==> src/rtl/baud_tick_ctrl.sv <==
// baud_tick_ctrl: UART timing controller in the CLK_50M domain.
// Produces oversample (os_tick), TX bit (tx_tick) and RX mid-bit (rx_tick)
// enable pulses from a runtime-programmable divisor. New divisors arrive
// through a valid/ready handshake and take effect only on a TX bit boundary.
// Optional build macro: CFG_RANGE_CHECK_EN (reject divisors below MIN_DIV
// and flag them on cfg_err instead of clamping).
//
// state | meaning
// ------+-----------------------------------------------------------
// IDLE  | ticks stopped, counters held at 0, pending divisor applies at once
// RUN   | os/tx/rx phase counters advance, pending divisor waits for tx_tick
module baud_tick_ctrl #(
  parameter int unsigned DIV_W   = 16,
  parameter int unsigned OVS     = 16,
  parameter int unsigned DEF_DIV = 26,
  parameter int unsigned MIN_DIV = 1
) (
  input  logic             CLK_50M,
  input  logic             RST_N,
  input  logic             enable,
  input  logic [DIV_W-1:0] cfg_div,
  input  logic             cfg_valid,
  output logic             cfg_ready,
  input  logic             rx_sync,
  output logic             os_tick,
  output logic             tx_tick,
  output logic             rx_tick,
  output logic             running,
  output logic             cfg_err
);

  localparam int unsigned      PH_W    = (OVS > 1) ? $clog2(OVS) : 1;
  localparam logic [PH_W-1:0]  PH_LAST = PH_W'(OVS - 1);
  localparam logic [PH_W-1:0]  PH_MID  = PH_W'(OVS / 2 - 1);
  localparam logic [DIV_W-1:0] DIV_DEF = DIV_W'(DEF_DIV);
  localparam logic [DIV_W-1:0] DIV_MIN = DIV_W'(MIN_DIV);

  typedef enum logic [0:0] {
    ST_IDLE = 1'b0,
    ST_RUN  = 1'b1
  } state_t;

  state_t           r_state;
  logic [DIV_W-1:0] r_div;
  logic [DIV_W-1:0] r_pend_div;
  logic             r_pending;
  logic [DIV_W-1:0] r_os_cnt;
  logic [PH_W-1:0]  r_tx_ph;
  logic [PH_W-1:0]  r_rx_ph;
  logic             r_os_tick;
  logic             r_tx_tick;
  logic             r_rx_tick;
  logic             r_running;
  logic             r_cfg_ready;

  state_t           w_state_nxt;
  logic [DIV_W-1:0] w_div_nxt;
  logic [DIV_W-1:0] w_pend_div_nxt;
  logic             w_pending_nxt;
  logic [DIV_W-1:0] w_os_cnt_nxt;
  logic [PH_W-1:0]  w_tx_ph_nxt;
  logic [PH_W-1:0]  w_rx_ph_nxt;
  logic             w_os_tick_nxt;
  logic             w_tx_tick_nxt;
  logic             w_rx_tick_nxt;
  logic             w_cfg_ready_nxt;

  logic             w_os_wrap;
  logic             w_tx_wrap;
  logic             w_accept;
  logic             w_div_legal;
  logic             w_apply;

  // Terminal counts and handshake qualifiers shared by the next-state logic.
  // The bit boundary is evaluated even while enable is falling so a pending
  // divisor still lands on the boundary it was waiting for.
  assign w_os_wrap   = (r_state == ST_RUN) && (r_os_cnt == r_div);
  assign w_tx_wrap   = w_os_wrap && (r_tx_ph == PH_LAST);
  assign w_accept    = cfg_valid && r_cfg_ready;
  assign w_div_legal = (cfg_div >= DIV_MIN);
  assign w_apply     = r_pending && ((r_state == ST_IDLE) || w_tx_wrap);

`ifdef CFG_RANGE_CHECK_EN
  logic r_cfg_err;
  logic w_cfg_err_nxt;
`endif

  // Next-state, counter and registered-output logic.
  always_comb begin
    w_state_nxt     = r_state;
    w_div_nxt       = r_div;
    w_pend_div_nxt  = r_pend_div;
    w_pending_nxt   = r_pending;
    w_os_cnt_nxt    = r_os_cnt;
    w_tx_ph_nxt     = r_tx_ph;
    w_rx_ph_nxt     = r_rx_ph;
    w_os_tick_nxt   = 1'b0;
    w_tx_tick_nxt   = 1'b0;
    w_rx_tick_nxt   = 1'b0;
    w_cfg_ready_nxt = r_cfg_ready;
`ifdef CFG_RANGE_CHECK_EN
    w_cfg_err_nxt   = r_cfg_err;
`endif

    case (r_state)
      ST_IDLE: begin
        if (enable) begin
          w_state_nxt  = ST_RUN;
          w_os_cnt_nxt = '0;
          w_tx_ph_nxt  = '0;
          w_rx_ph_nxt  = '0;
        end
      end
      ST_RUN: begin
        if (!enable) begin
          w_state_nxt  = ST_IDLE;
          w_os_cnt_nxt = '0;
          w_tx_ph_nxt  = '0;
          w_rx_ph_nxt  = '0;
        end else if (w_os_wrap) begin
          w_os_cnt_nxt  = '0;
          w_os_tick_nxt = 1'b1;
          w_tx_tick_nxt = w_tx_wrap;
          w_tx_ph_nxt   = (r_tx_ph == PH_LAST) ? '0 : r_tx_ph + 1'b1;
          // A start-bit realign outranks the mid-bit tick it coincides with.
          if (rx_sync) begin
            w_rx_ph_nxt = '0;
          end else begin
            w_rx_tick_nxt = (r_rx_ph == PH_MID);
            w_rx_ph_nxt   = (r_rx_ph == PH_LAST) ? '0 : r_rx_ph + 1'b1;
          end
        end else begin
          w_os_cnt_nxt = r_os_cnt + 1'b1;
          if (rx_sync) begin
            w_rx_ph_nxt = '0;
          end
        end
      end
      default: begin
        w_state_nxt  = ST_IDLE;
        w_os_cnt_nxt = '0;
        w_tx_ph_nxt  = '0;
        w_rx_ph_nxt  = '0;
      end
    endcase

    // cfg_ready mirrors !pending, so accept and apply never coincide.
    if (w_apply) begin
      w_div_nxt       = r_pend_div;
      w_pending_nxt   = 1'b0;
      w_cfg_ready_nxt = 1'b1;
      w_os_cnt_nxt    = '0;
    end else if (w_accept) begin
`ifdef CFG_RANGE_CHECK_EN
      if (w_div_legal) begin
        w_pend_div_nxt  = cfg_div;
        w_pending_nxt   = 1'b1;
        w_cfg_ready_nxt = 1'b0;
        w_cfg_err_nxt   = 1'b0;
      end else begin
        w_cfg_err_nxt   = 1'b1;
      end
`else
      w_pend_div_nxt  = w_div_legal ? cfg_div : DIV_MIN;
      w_pending_nxt   = 1'b1;
      w_cfg_ready_nxt = 1'b0;
`endif
    end
  end

  // State, counters and output flops; reset drops any pending divisor.
  always_ff @(posedge CLK_50M or negedge RST_N) begin
    if (!RST_N) begin
      r_state     <= ST_IDLE;
      r_div       <= DIV_DEF;
      r_pend_div  <= DIV_DEF;
      r_pending   <= 1'b0;
      r_os_cnt    <= '0;
      r_tx_ph     <= '0;
      r_rx_ph     <= '0;
      r_os_tick   <= 1'b0;
      r_tx_tick   <= 1'b0;
      r_rx_tick   <= 1'b0;
      r_running   <= 1'b0;
      r_cfg_ready <= 1'b1;
    end else begin
      r_state     <= w_state_nxt;
      r_div       <= w_div_nxt;
      r_pend_div  <= w_pend_div_nxt;
      r_pending   <= w_pending_nxt;
      r_os_cnt    <= w_os_cnt_nxt;
      r_tx_ph     <= w_tx_ph_nxt;
      r_rx_ph     <= w_rx_ph_nxt;
      r_os_tick   <= w_os_tick_nxt;
      r_tx_tick   <= w_tx_tick_nxt;
      r_rx_tick   <= w_rx_tick_nxt;
      r_running   <= (w_state_nxt == ST_RUN);
      r_cfg_ready <= w_cfg_ready_nxt;
    end
  end

`ifdef CFG_RANGE_CHECK_EN
  // Sticky illegal-divisor flag, cleared by the next legal accept.
  always_ff @(posedge CLK_50M or negedge RST_N) begin
    if (!RST_N) begin
      r_cfg_err <= 1'b0;
    end else begin
      r_cfg_err <= w_cfg_err_nxt;
    end
  end

  assign cfg_err = r_cfg_err;
`else
  assign cfg_err = 1'b0;
`endif

  assign os_tick   = r_os_tick;
  assign tx_tick   = r_tx_tick;
  assign rx_tick   = r_rx_tick;
  assign running   = r_running;
  assign cfg_ready = r_cfg_ready;

endmodule

==> config.mk <==
export PLATFORM = sky130hd
export DESIGN_NAME = baud_tick_ctrl
export DESIGN_NICKNAME = d
export VERILOG_FILES = /design/src/rtl/baud_tick_ctrl.sv
export SDC_FILE = /design/constraint.sdc
export NUM_CORES = 1
export LEC_CHECK = 0
export ABC_AREA = 0
export CORE_AREA = 5 5 73 124
export CTS_CLUSTER_SIZE = 40
export DETAILED_ROUTE_END_ITERATION = 7
export DIE_AREA = 0 0 78 129
export PLACE_DENSITY_LB_ADDON = 0.12
export RECOVER_POWER = 50
export SETUP_SLACK_MARGIN = 0.05
export SLEW_MARGIN = 20
export SYNTH_ARGS = -nofsm -noshare
export SYNTH_HDL_FRONTEND = slang
export SYNTH_SLANG_ARGS = --single-unit
==> constraint.sdc <==
create_clock -name CLK_50M -period 3 [get_ports CLK_50M]
set_clock_uncertainty 0.05 [all_clocks]
set_input_delay 0.6 -clock CLK_50M [delete_from_list [all_inputs] [get_ports CLK_50M]]
set_output_delay 0.6 -clock CLK_50M [all_outputs]
set_load 0.01 [all_outputs]
# Word level (Yosys, flattened, before mapping)
# Cells that the tools add are included.
dict set report word_totals {
  register_bits 62
  latch_bits 0
  ramBits 0
  romBits 0
  inputBits 21
  output_inout_bits 6
  wordCells 66
  n_memories 0
}
dict set report op_classes {
  n_addsub 3
  n_mul 0
  div 0
  order_cmp 1
  eq_ne 8
  shifts 0
  n_mux 32
  n_bitwise 2
  n_reduce_logical 9
}
# operator n
set op_table {}
lappend op_table {{16-bit 2-to-1 mux} 5}
lappend op_table {{4-bit 2-to-1 mux} 9}
lappend op_table {{16-bit one-hot mux with 2 select lines} 1}
lappend op_table {{16-bit by 1-bit adder with 16-bit output (second input constant)} 1}
lappend op_table {{16-bit == test} 1}
lappend op_table {{16-bit by 1-bit >= comparator with 1-bit output (second input constant)} 1}
lappend op_table {{4-bit one-hot mux with 2 select lines} 2}
lappend op_table {{1-bit 2-to-1 mux} 15}
lappend op_table {{4-bit by 1-bit adder with 4-bit output (second input constant)} 2}
lappend op_table {{4-bit == test (second input constant)} 2}
lappend op_table {{2-bit AND reduction} 3}
lappend op_table {{4-bit by 3-bit == test with 1-bit output (second input constant)} 1}
lappend op_table {{1-bit logical AND} 4}
lappend op_table {{4-bit by 3-bit inequality test with 1-bit output (second input constant)} 1}
lappend op_table {{3-bit by 2-bit inequality test with 1-bit output (second input constant)} 1}
lappend op_table {{3-bit inequality test (second input constant)} 1}
lappend op_table {{2-bit inequality test (second input constant)} 1}
lappend op_table {{1-bit inverter} 2}
lappend op_table {{2-bit nonzero test} 1}
lappend op_table {{1-bit logical OR} 1}

# Longest topological paths before layout
# Gate-level depths: netlist (run 1).
dict set report depth {
  depth_word 7
  mapped_depth 8
  depth_no_buf 6
}

# Worst setup path after synthesis (run 1)
# No wires, ideal clock.
dict set report synth_timing {
  path_kind {register to register}
  from {register r_os_cnt[5]}
  to {register r_pend_div[10]}
  setup_ps 127
  arrival_time_ps 1981
  required_time_ps 2823
  path_slack_ps 842
  path_stages_with_launch 8
  path_buffers 2
  period_less_slack_ps 2158
  path_cell_list {dfrtp_1 buf_2 xor2_1 nor4_1 nand4_1 a41oi_2 buf_6 mux2_1}
}
dict set report synth_between {
  elab_chain_len 7
}
# element line_no
set synth_rtl {}
lappend synth_rtl {{start: declaration} 47} ;# logic [DIV_W-1:0] r_os_cnt;
lappend synth_rtl {{start signal: assignment} 191} ;# r_os_cnt <= w_os_cnt_nxt;
lappend synth_rtl {{16-bit == test} 77} ;# assign w_os_wrap = (r_state == ST_RUN) && (r_os_cnt == r_div);
lappend synth_rtl {{1-bit logical AND} 77}
lappend synth_rtl {{1-bit logical AND} 78} ;# assign w_tx_wrap = w_os_wrap && (r_tx_ph == PH_LAST);
lappend synth_rtl {{1-bit logical OR} 81} ;# assign w_apply = r_pending && ((r_state == ST_IDLE) || w_tx_wrap);
lappend synth_rtl {{1-bit logical AND} 81}
lappend synth_rtl {{1-bit inverter (no source line)} --}
lappend synth_rtl {{2-bit AND reduction (no source line)} --}
lappend synth_rtl {{end signal: assignment} 189} ;# r_pend_div <= w_pend_div_nxt;
lappend synth_rtl {{end: declaration} 45} ;# logic [DIV_W-1:0] r_pend_div;
# Every way passes these cells.
# A chain may end at the register's enable or synchronous reset.

# Worst setup path after layout (run 1)
dict set report layout_timing {
  from {register r_os_cnt[5]}
  to {register r_pend_div[0]}
}
# Same word-level chain as after synthesis.

==> summary.md, run 1 <==
| Metric | Value |
|---|---|
| Outcome | `finished, final reports clean` |
| Synthesis Warnings | `0` |
| Crit end category | `flip-flop` |
| Hold Buf Count CTS | `0` |
| Vias | `2,857` |
| TritonCTS buffer count | `9` |
| Final Wtd Congestion | `0.7696` |
| Share of layout cells above drive strength 1 | `0.1108` |
| Synth unique cells | `between 40 and 50` |
| Top Ports | `27` |
| Clk root buf | `clkbuf_16` |
| Latest clock arrival within the worst-skew pair | `0.32 ns` |
| Synth Area in XOR/XNOR | `0.05326` |
| Crit Path Class | `flip-flop to flip-flop` |
| RSZ-0062 raised after global routing | `false` |
| Complex-gate fraction of the synthesized area | `0.1290` |
| Resized Gates After CTS | `0` |
| Simple-gate portion of the synthesized area | `0.2047` |
| Synth Area in Adders | `0.01087` |
| Pwr Total | `2.440 mW` |
| Most common cell after layout, fill and taps aside | `dfrtp_1` |
| DRC | `0` |
| Area growth, synth to finish | `18.44%` |
| Ys async rst share | `1.000` |
| Chip height | `129 microns` |
| Die area | `10,060 sq um` |
| Leak pwr | `1.720 nW` |
| Post-synth top flop | `dfrtp_1` |
| Routed WL | `8218 microns` |
| IO Port Bufs | `25` |
| Setup bufs post-CTS | `0` |
| GRT Total Usage | `0.1719` |
| Initial drt markers | `199` |
| P per Cell Area | `596.6 nW/um^2` |
| Most frequent CP cell | `buf_4` |
| Clock sinks | `62` |
| Mapped Area | `3453 sq um` |
| Antenna-violating nets left | `0` |
| Crit path launch type | `flip-flop` |
| Initial antenna violation count | `0` |
| Setup TNS | `0 ns` |
| Final Max Tran Viols | `0` |
| Max-Cap Viols | `0` |
| CTS H-tree depth | `3` |
| Fmax | `418.2 MHz` |
| Syn nets | `around 380` |
| Post-synth EDFFs | `0` |
| CP max stage cell | `dfrtp_1` |
| WL/cell | `17.19 microns` |
| Final Hold Viols | `0` |
| CTS clock-pin slew for the worst setup and hold paths | `0.05 ns` |
| Worst Tran Pin Value | `1.432 ns` |
| Worst slew margin | `0.04503` |
| Final worst path period share | `0.7970` |
| CTS tree | `yes` |
| Pin count of the biggest net entering global routing | `34` |
| Final HPWL DP | `5972 microns` |
| Area fraction of the dominant cell type after synthesis | `0.3986` |
| HP Class | `flip-flop to flip-flop` |
| Die W | `78 microns` |
| CP Cell Sequence | `xor2_1 > nor4_1 > nand4_1 > buf_4 > a41oi_2 > buf_4 > mux2_2` |
| Final #Nets | `407` |
| Mux cell area share after synthesis | `0.1101` |
| # setup viols final | `0` |
| Largest stage delay on the critical path | `0.47 ns` |
| GR Overflow Total | `0` |
| Syn_area_per_cell | `9.673 sq um` |
| Clock Path Buffers | `2` |
| Post-synthesis cell count | `357` |
| First-pass GRT wire length | `13,850 microns` |
| Largest cells by area after synthesis | `dfrtp_1 40%, mux2i_1 5.8%, dfstp_2 5.3%, a22o_1 4.8%, xor2_1 4.8%` |
| Core Area | `7909 sq um` |
| # diodes | `0` |
| Drt pass-1 iters | `4` |
| Via density | `between 5 and 6` |
| Vias in the first global route | `2,800` |
| Cell row count | `43` |
| Main combinational cell family by area after synthesis | `simple AND/OR/NAND/NOR gates` |
| Peak supply drop | `0.5914 mV` |
| Register area share after synthesis | `0.4518` |
| Final Critical Period | `2.391 ns` |
| CP Data Required Time | `3.16 ns` |
| Most frequent cells in the layout | `55 x dfrtp_1, 41 x nand2_1, 27 x nand3_1` |
| Initial core utilization | `0.4366` |
| Yosys reg bits | `62` |
| Critical path peak fanout | `19` |
| Crit path DAT | `2.55 ns` |
| Largest area contributor in the netlist | `dfrtp_1` |
area by class of cell:
class	count	area, sq um
sequential	62	1560
timing repair buffer	39	346.6
multi-input combinational	263	1758
fill	717	3819
inverter	8	30.03
clock inverter	1	5.005
tap	90	112.6
clock buffer	15	277.8
kinds of logic after synthesis:
group,after synthesis
AND/OR/NAND/NOR,143
buffers and inverters,32
other,1
multiplexers,36
adder cells (fa/ha/maj),3
AO/OA/AOI/OAI,59
flip-flops,62
XOR/XNOR,21
cell usage after synthesis, types with 2 or more instances:
cell type,n
dfstp_2,7
clkbuf_1,18
a22o_1,19
nand2_1,41
mux2_2,6
nand3_1,27
nor3_1,8
a31oi_1,6
xor2_1,19
xnor2_1,2
nor4_1,9
mux2i_1,20
nand4_1,7
mux2_1,10
ha_1,3
o2bb2a_1,2
and3_1,4
o41ai_1,2
o211ai_1,3
buf_2,3
nor2_1,21
a21oi_1,5
o21ai_0,11
and4_1,2
or4_1,3
dfrtp_1,55
inv_1,7
or3_1,16
and2_1,2
worst max-delay path: cells and delay by family (launching register included):
family                    cells  cell delay, ns
and+or+nand+nor               2            0.47
DFF                           1            0.47
AOI/OAI and AO/OA             1            0.22
muxes                         1            0.35
xor gates and xnor gates      1            0.18
buffers and inverters         2            0.53
where the power goes:
| group | internal (mW) | switching (mW) |
|---|---|---|
| clock network | 0.625 | 0.341 |
| registers | 0.993 | 0.122 |
| logic | 0.196 | 0.163 |
| total | 1.81 | 0.626 |
metal layers:
metal  GRT usage  routed length [microns]
met3     0.03501                      254
met2      0.3013                     4517
met4     0.08458                      148
met1      0.1964                     3297
met5           0                        0
final timing paths:
check,depth (start not counted),slack [ns],end,from
max,7,0.61,r_pend_div[0]$_DFFE_PN0P_,r_os_cnt[5]$_DFFE_PN0P_
min,1,0.46,r_pend_div[7]$_DFFE_PN0P_,r_pend_div[7]$_DFFE_PN0P_
max reg2reg,7,0.61,r_pend_div[0]$_DFFE_PN0P_,r_os_cnt[5]$_DFFE_PN0P_
min reg2reg,1,0.46,r_pend_div[7]$_DFFE_PN0P_,r_pend_div[7]$_DFFE_PN0P_
max in group asynchronous,2,1.11,r_pend_div[3]$_DFFE_PN1P_,RST_N
min in group asynchronous,1,0.55,r_rx_ph[2]$_DFFE_PN0P_,RST_N
sequential cells by signal (all words and copies together) (netlist names), 4 cells and up:
register,flops
r_div,16
r_os_cnt,16
r_rx_ph,4
r_pend_div,16
r_tx_ph,4
stage by stage:
step | utilization | setup slack [ns] | hold slack [ns] | instance area (sq um) | cells
3_3_place_gp | 0.4819 | 0.6312 | 0.4531 | 3811 | 462
6_report | 0.5172 | 0.6090 | 0.4647 | 4090 | 478
5_1_grt | 0.5172 | 0.4831 | 0.4827 | 4090 | 478
2_1_floorplan | - | 0.8416 | 0.2544 | 3453 | 357
4_1_cts | 0.5176 | 0.6185 | 0.2422 | 4094 | 478
3_5_place_dp | 0.4819 | 0.6364 | 0.4611 | 3811 | 462
Note: power is estimated with default switching activity, not from simulation.
==> inputs of run 2 (changes only) <==
==> constraint.sdc (replaced) <==
create_clock -name CLK_50M -period 2.35 [get_ports CLK_50M]
set_clock_uncertainty 0.05 [all_clocks]
set_input_delay 0.47 -clock CLK_50M [delete_from_list [all_inputs] [get_ports CLK_50M]]
set_output_delay 0.47 -clock CLK_50M [all_outputs]
set_load 0.01 [all_outputs]
==> run 2 against run 1 <==
Compared with the run above: the run now ends with capacitance limit, slew limit left; power up 29%; non-clock buffer count up 3; worst hold slack worse by 0.019 ns; critical path depth down 1; register-to-register slack worse by 0.42 ns; critical endpoint is now r_tx_ph[0]$_DFFE_PN0P_.
==> summary.md, run 2 (synthesized netlist as in run 1, its figures left out) <==
| Metric | Value |
|---|---|
| Outcome | `finished, violations left` |
| Failing checks | `capacitance limit, slew limit` |
| Clock sinks | `62 (unchanged)` |
| IO Port Bufs | `25 (unchanged)` |
| Hold Buf Count CTS | `0 (unchanged)` |
| Crit Path Class | `flip-flop to flip-flop` |
| # diodes | `0 (unchanged)` |
| Setup TNS | `0 ns (unchanged)` |
| P per Cell Area | `758.1 nW/um^2 (+27%)` |
| DP Worst Slack | `0.1641 ns (-0.4723 ns)` |
| Switching part of the total | `0.2610 (+0.004570)` |
| WL/cell | `17.43 microns (+1.4%)` |
| Initial antenna violation count | `0 (unchanged)` |
| Worst setup margin | `0.1877 ns (-0.4212 ns)` |
| Die W | `78 microns (unchanged)` |
| Vias | `2,850 (-0.25%)` |
| Final Max Tran Viols | `63 (+63)` |
| Routed WL | `8384 microns (+2.0%)` |
| Dpl cells | `465 (+0.65%)` |
| Cell row count | `43 (unchanged)` |
| Final Critical Period | `2.162 ns (-0.2288 ns)` |
| Pin count of the biggest net entering global routing | `63 (+85%)` |
| FF-to-FF path depth | `6 (-1)` |
| Worst slew margin | `-0.04280 (-0.08782)` |
| Most Used Layer, Global Route | `met2` |
| Final HPWL DP | `5880 microns (-1.6%)` |
| Crit path launch type | `flip-flop` |
| Worst r2r src | `r_os_cnt[13]$_DFFE_PN0P_` |
| Logic pwr share | `0.150 (+0.003)` |
| Max-Cap Viols | `1 (+1)` |
| First-pass GRT wire length | `14,230 microns (+2.8%)` |
| Critical path peak fanout | `31 (+12)` |
| Final Wtd Congestion | `0.7890 (+2.5%)` |
| Clk root buf | `clkbuf_16` |
| Most frequent cells in the layout | `55 x dfrtp_1, 41 x nand2_1, 27 x nand3_1` |
| Die area | `10,060 sq um (unchanged)` |
| Drt pass-1 iters | `4 (unchanged)` |
| Cell internal pwr | `2.323 mW (+28%)` |
| Final #Nets | `410 (+0.74%)` |
| Core Area | `7909 sq um (unchanged)` |
| Clk pwr share | `0.400 (+0.004)` |
| Crit path DAT | `2.36 ns (-0.19 ns)` |
| Share of layout cells above drive strength 1 | `0.1279 (+0.01705)` |
| RSZ-0062 raised after global routing | `false` |
| Hold Slack | `0.4461 ns (-0.01865 ns)` |
| GRT Total Usage | `0.1805 (+0.008544)` |
| CP Data Required Time | `2.55 ns (-0.61 ns)` |
| Latest clock arrival within the worst-skew pair | `0.33 ns (about the same)` |
| Met1 usage | `0.1992 (+0.002764)` |
| # setup viols final | `0 (unchanged)` |
| Vias in the first global route | `2,843 (+1.5%)` |
| Most common cell after layout, fill and taps aside | `dfrtp_1` |
| CTS clock-pin slew for the worst setup and hold paths | `0.05 ns (about the same)` |
| Area growth, synth to finish | `20.07%` |
| CTS H-tree depth | `3 (unchanged)` |
| Reg power frac | `0.450 (-0.007)` |
| Peak supply drop | `0.4776 mV (-19%)` |
| Top Ports | `27 (unchanged)` |
| Initial drt markers | `124 (-38%)` |
| Global Route met3 Usage | `0.03711 (+0.002101)` |
| Sw Pwr | `820.4 uW (+31%)` |
| Resized Gates After CTS | `0 (unchanged)` |
| Via density | `5.925 (-0.87%)` |
| Setup bufs post-CTS | `0 (unchanged)` |
| TritonCTS buffer count | `9 (unchanged)` |
| Antenna-violating nets left | `0 (unchanged)` |
| Crit path launch | `r_os_cnt[13]$_DFFE_PN0P_` |
| Crit end category | `flip-flop` |
| Final worst path period share | `0.9201 (+0.1231)` |
| CTS tree | `yes` |
| Leak pwr | `1.754 nW (+1.9%)` |
| FF-to-FF setup slack | `0.19 ns (-0.42 ns)` |
| Final Hold Viols | `0 (unchanged)` |
| Clock Path Buffers | `2 (unchanged)` |
| Initial core utilization | `0.4366 (unchanged)` |
| HP Class | `flip-flop to flip-flop` |
| Chip height | `129 microns (unchanged)` |
| Top Registers | `r_div x16, r_os_cnt x16, r_pend_div x16` |
| Worst Tran Pin Value | `1.564 ns (+0.1317 ns)` |
| DRC | `0 (unchanged)` |
| Met2 Use GR | `0.3250 (+0.02363)` |
| Non-filler cells, final | `481 (+0.63%)` |
| GR Overflow Total | `0 (unchanged)` |
| CP endpoint | `r_tx_ph[0]$_DFFE_PN0P_` |
| RR Endpoint | `r_tx_ph[0]$_DFFE_PN0P_` |
| Fmax | `462.5 MHz (+11%)` |
[run 2: final cells by class]
| class | instances | area [sq um] |
|---|---|---|
| sequential | 62 | 1560 |
| inverter | 8 | 30.03 |
| fill | 731 | 3762 |
| tap | 90 | 112.6 |
| timing repair buffer | 42 | 395.4 |
| clock buffer | 13 | 270.3 |
| clock inverter | 3 | 17.52 |
| multi-input combinational | 263 | 1760 |
[run 2: worst min-delay path by stage]
stage / start / endpoint / depth (start not counted)
final: r_rx_ph[3]$_DFFE_PN0P_ / rx_tick$_DFF_PN0_ / 1
after global placement: r_rx_ph[3]$_DFFE_PN0P_ / rx_tick$_DFF_PN0_ / 1
after CTS: RST_N / r_tx_ph[2]$_DFFE_PN0P_ / 2
after detailed placement: r_rx_ph[3]$_DFFE_PN0P_ / rx_tick$_DFF_PN0_ / 1
after global routing: r_pend_div[10]$_DFFE_PN0P_ / r_pend_div[10]$_DFFE_PN0P_ / 1
after floorplan: RST_N / os_tick$_DFF_PN0_ / 0
[run 2: metrics by stage]
step                      power, mW  area (sq um)    util
after floorplan               1.711          3453       -
after global placement        1.896          3871  0.4895
after detailed placement      1.911          3874  0.4898
after CTS                     3.188          4161  0.5262
after global routing          3.310          4146  0.5243
final                         3.144          4146  0.5243
[run 2: routing by layer]
metal,up-vias,wire (microns)
li1,1360,-
met1,1430,3346
met2,46,4619
met3,14,214
met4,0,204
met5,-,0
[run 2: worst max-delay path: stages, from the launching register on]
cell and delay, ns:
dfrtp_1 0.44, xor2_1 0.18, nor4_1 0.32, nand4_1 0.21, buf_4 0.28, or4_1 0.51, o21ai_0 0.08
[run 2: power groups by stage]
stage	Sequential, mW	Combinational, mW	Clock (mW)
after detailed placement	1.43	0.482	0
after global routing	1.43	0.533	1.34
after CTS	1.41	0.485	1.29
after global placement	1.42	0.471	0
after floorplan	1.39	0.326	0
final	1.41	0.472	1.26
==> inputs of run 3 (changes only) <==
==> constraint.sdc (replaced) <==
create_clock -name CLK_50M -period 2.2 [get_ports CLK_50M]
set_clock_uncertainty 0.05 [all_clocks]
set_input_delay 0.44 -clock CLK_50M [delete_from_list [all_inputs] [get_ports CLK_50M]]
set_output_delay 0.44 -clock CLK_50M [all_outputs]
set_load 0.01 [all_outputs]
==> run 3 against run 2 <==
Compared with the run above: the run still ends with capacitance limit, slew limit left; design area is 5.0% higher; sequential power is 8% higher; final cell count is 4.0% higher; worst setup slack worse by 0.15 ns; die area stayed put; critical path type unchanged; largest power group unchanged.
==> summary.md, run 3 (synthesized netlist as in run 1, its figures left out) <==
| Metric | Value |
|---|---|
| Outcome | `finished, violations left` |
| Failing checks | `capacitance limit, slew limit` |
| CP Cell Sequence | `xor2_1 > nor4_1 > nand4_1 > buf_6 > a41oi_4 > buf_12 > mux2_2` |
| Crit path DAT | `2.33 ns (-0.03 ns)` |
| Chip height | `129 microns (unchanged)` |
| Via density | `5.706 (-3.7%)` |
| Core Area | `7909 sq um (unchanged)` |
| Most frequent cells in the layout | `52 x dfrtp_1, 40 x nand2_1, 30 x buf_4` |
| DRC | `0 (unchanged)` |
| WL met2 | `4792 microns (+3.7%)` |
| First-pass GRT wire length | `14,480 microns (+1.7%)` |
| Worst Tran Pin Value | `1.552 ns (-0.01196 ns)` |
| Vias | `2,853 (+0.11%)` |
| Final Max Tran Viols | `63 (unchanged)` |
| TritonCTS buffer count | `9 (unchanged)` |
| Share of layout cells above drive strength 1 | `0.1805 (+0.05261)` |
| GRT Total Usage | `0.1829 (+0.002399)` |
| GR Overflow Total | `0 (unchanged)` |
| Clock sinks | `62 (unchanged)` |
| WL/cell | `17.13 microns (-1.7%)` |
| Die area | `10,060 sq um (unchanged)` |
| Sw Pwr | `895.4 uW (+9.1%)` |
| Worst slew margin | `-0.03483 (+0.007971)` |
| Crit end category | `flip-flop` |
| Largest stage delay on the critical path | `0.42 ns (-0.09 ns)` |
| Switching part of the total | `0.2576 (-0.003395)` |
| IO Port Bufs | `25 (unchanged)` |
| CTS clock-pin slew for the worst setup and hold paths | `0.05 ns (about the same)` |
| Fmax | `462.5 MHz (about the same)` |
| RR Endpoint | `r_pend_div[5]$_DFFE_PN0P_` |
| Hold path depth | `1 (unchanged)` |
| Die W | `78 microns (unchanged)` |
| Worst hold start | `r_pend_div[14]$_DFFE_PN0P_` |
| Hold Slack | `0.4649 ns (+0.01878 ns)` |
| Logic pwr share | `0.153 (+0.003)` |
| Hold Buf Count CTS | `0 (unchanged)` |
| Worst path buffer plus inverter count | `2 (+1)` |
| Crit path depth | `7 (+1)` |
| Clk root buf | `clkbuf_16` |
| CTS tree | `yes` |
| Setup TNS | `0 ns (unchanged)` |
| Final Hold Viols | `0 (unchanged)` |
| M1 wire length | `3391 microns (+1.3%)` |
| Crit path launch type | `flip-flop` |
| Clock Path Buffers | `2 (unchanged)` |
| Latest clock arrival within the worst-skew pair | `0.33 ns (about the same)` |
| Routed WL | `8565 microns (+2.2%)` |
| Worst r2r src | `r_div[10]$_DFFE_PN0P_` |
| Final HPWL DP | `6156 microns (+4.7%)` |
| Area growth, synth to finish | `26.05%` |
| Top Ports | `27 (unchanged)` |
| Metal3 WL | `216 microns (+0.93%)` |
| Top sig layer | `met4` |
| Final Critical Period | `2.162 ns (-0.0001717 ns)` |
| Pin count of the biggest net entering global routing | `63 (unchanged)` |
| Hold EP | `r_pend_div[14]$_DFFE_PN0P_` |
| RSZ-0062 raised after global routing | `true` |
| Initial core utilization | `0.4366 (unchanged)` |
| CP Data Required Time | `2.37 ns (-0.18 ns)` |
| Final Wtd Congestion | `0.8353 (+5.9%)` |
| Critical path peak fanout | `16 (-48%)` |
| FF-to-FF setup slack | `0.04 ns (-0.15 ns)` |
| Final worst path period share | `0.9828 (+0.06266)` |
| Reg power frac | `0.437 (-0.013)` |
| Dpl cells | `479 (+3.0%)` |
| P per Cell Area | `798.6 nW/um^2 (+5.3%)` |
| Crit Path Class | `flip-flop to flip-flop` |
| Non-filler cells, final | `500 (+4.0%)` |
| # diodes | `0 (unchanged)` |
| Drt pass-1 iters | `5 (+1)` |
| Initial drt markers | `182 (+47%)` |
| Fill cells | `706 (-3.4%)` |
| Cell internal pwr | `2.581 mW (+11%)` |
| Leak pwr | `1.859 nW (+6.0%)` |
| Clk pwr share | `0.411 (+0.011)` |
| Max-Cap Viols | `1 (unchanged)` |
| Final #Nets | `429 (+4.6%)` |
| Vias in the first global route | `2,955 (+3.9%)` |
| Peak supply drop | `0.6381 mV (+34%)` |
| # setup viols final | `0 (unchanged)` |
| Cell family with most CP delay | `simple AND/OR/NAND/NOR gates` |
| CTS H-tree depth | `3 (unchanged)` |
| HP Class | `flip-flop to flip-flop` |
| Top Registers | `r_div x16, r_os_cnt x16, r_pend_div x16` |
| FF-to-FF path depth | `7 (+1)` |
| Cell row count | `43 (unchanged)` |
| Initial antenna violation count | `0 (unchanged)` |
| CP max stage cell | `dfrtp_2` |
| Finished layout cell area | `4353 sq um (+5.0%)` |
| Most common cell after layout, fill and taps aside | `dfrtp_1` |
| Post-Route Utilization | `0.5504 (+0.02610)` |
| Antenna-violating nets left | `0 (unchanged)` |
| Post-DP Area | `4000 sq um (+3.3%)` |
[run 3: what timing repair did]
item | 4_1_cts | 5_1_grt
endpoints found under the setup margin | 26 | 39
resized for setup | 1 | 9
pin swaps | 1 | 3
hold endpoints to repair | 0 | 0
setup buffers | 1 | 4
[run 3: how the worst max path moves through the flow]
stage,slack [ns],to,from
6_report,0.04,r_pend_div[5]$_DFFE_PN0P_,r_div[10]$_DFFE_PN0P_
5_1_grt,-0.01,r_pend_div[5]$_DFFE_PN0P_,r_div[10]$_DFFE_PN0P_
4_1_cts,0.04,r_tx_ph[0]$_DFFE_PN0P_,r_div[2]$_DFFE_PN0P_
3_5_place_dp,-0.02,r_tx_ph[0]$_DFFE_PN0P_,r_div[5]$_DFFE_PN0P_
3_3_place_gp,-0.02,r_pend_div[2]$_DFFE_PN0P_,r_div[5]$_DFFE_PN0P_
2_1_floorplan,0.06,r_pend_div[10]$_DFFE_PN0P_,r_os_cnt[5]$_DFFE_PN0P_
[run 3: per-stage QoR]
step	power (mW)	setup WS (ns)
2_1_floorplan	1.832	0.05753
3_3_place_gp	2.044	-0.01843
3_5_place_dp	2.068	-0.02423
4_1_cts	3.509	0.03595
5_1_grt	3.644	-0.01428
6_report	3.476	0.03792
[run 3: cell type report]
class	instances	area, sq um	share of cell area
Clock inverter	4	45.04	0.01035
Multi-Input combinational cell	263	1783	0.4096
Sequential cell	62	1564	0.3593
Tap cell	90	112.6	0.02587
Inverter	8	30.03	0.006899
Timing Repair Buffer	61	561.8	0.1291
Clock buffer	12	256.5	0.05893
[run 3: routing by layer]
layer  GRT usage  vias up
li1            -     1398
met1      0.1994     1399
met2      0.3387       47
met3     0.03221        9
met4     0.08159        0
met5           0        -
[run 3: power groups by stage]
stage               clock (mW)  combinational [mW]  sequential [mW]
finish                    1.43               0.531             1.52
global route              1.51               0.591             1.55
CTS                       1.46               0.535             1.52
detailed placement           0               0.532             1.54
global placement             0               0.518             1.53
floorplan                    0               0.351             1.48
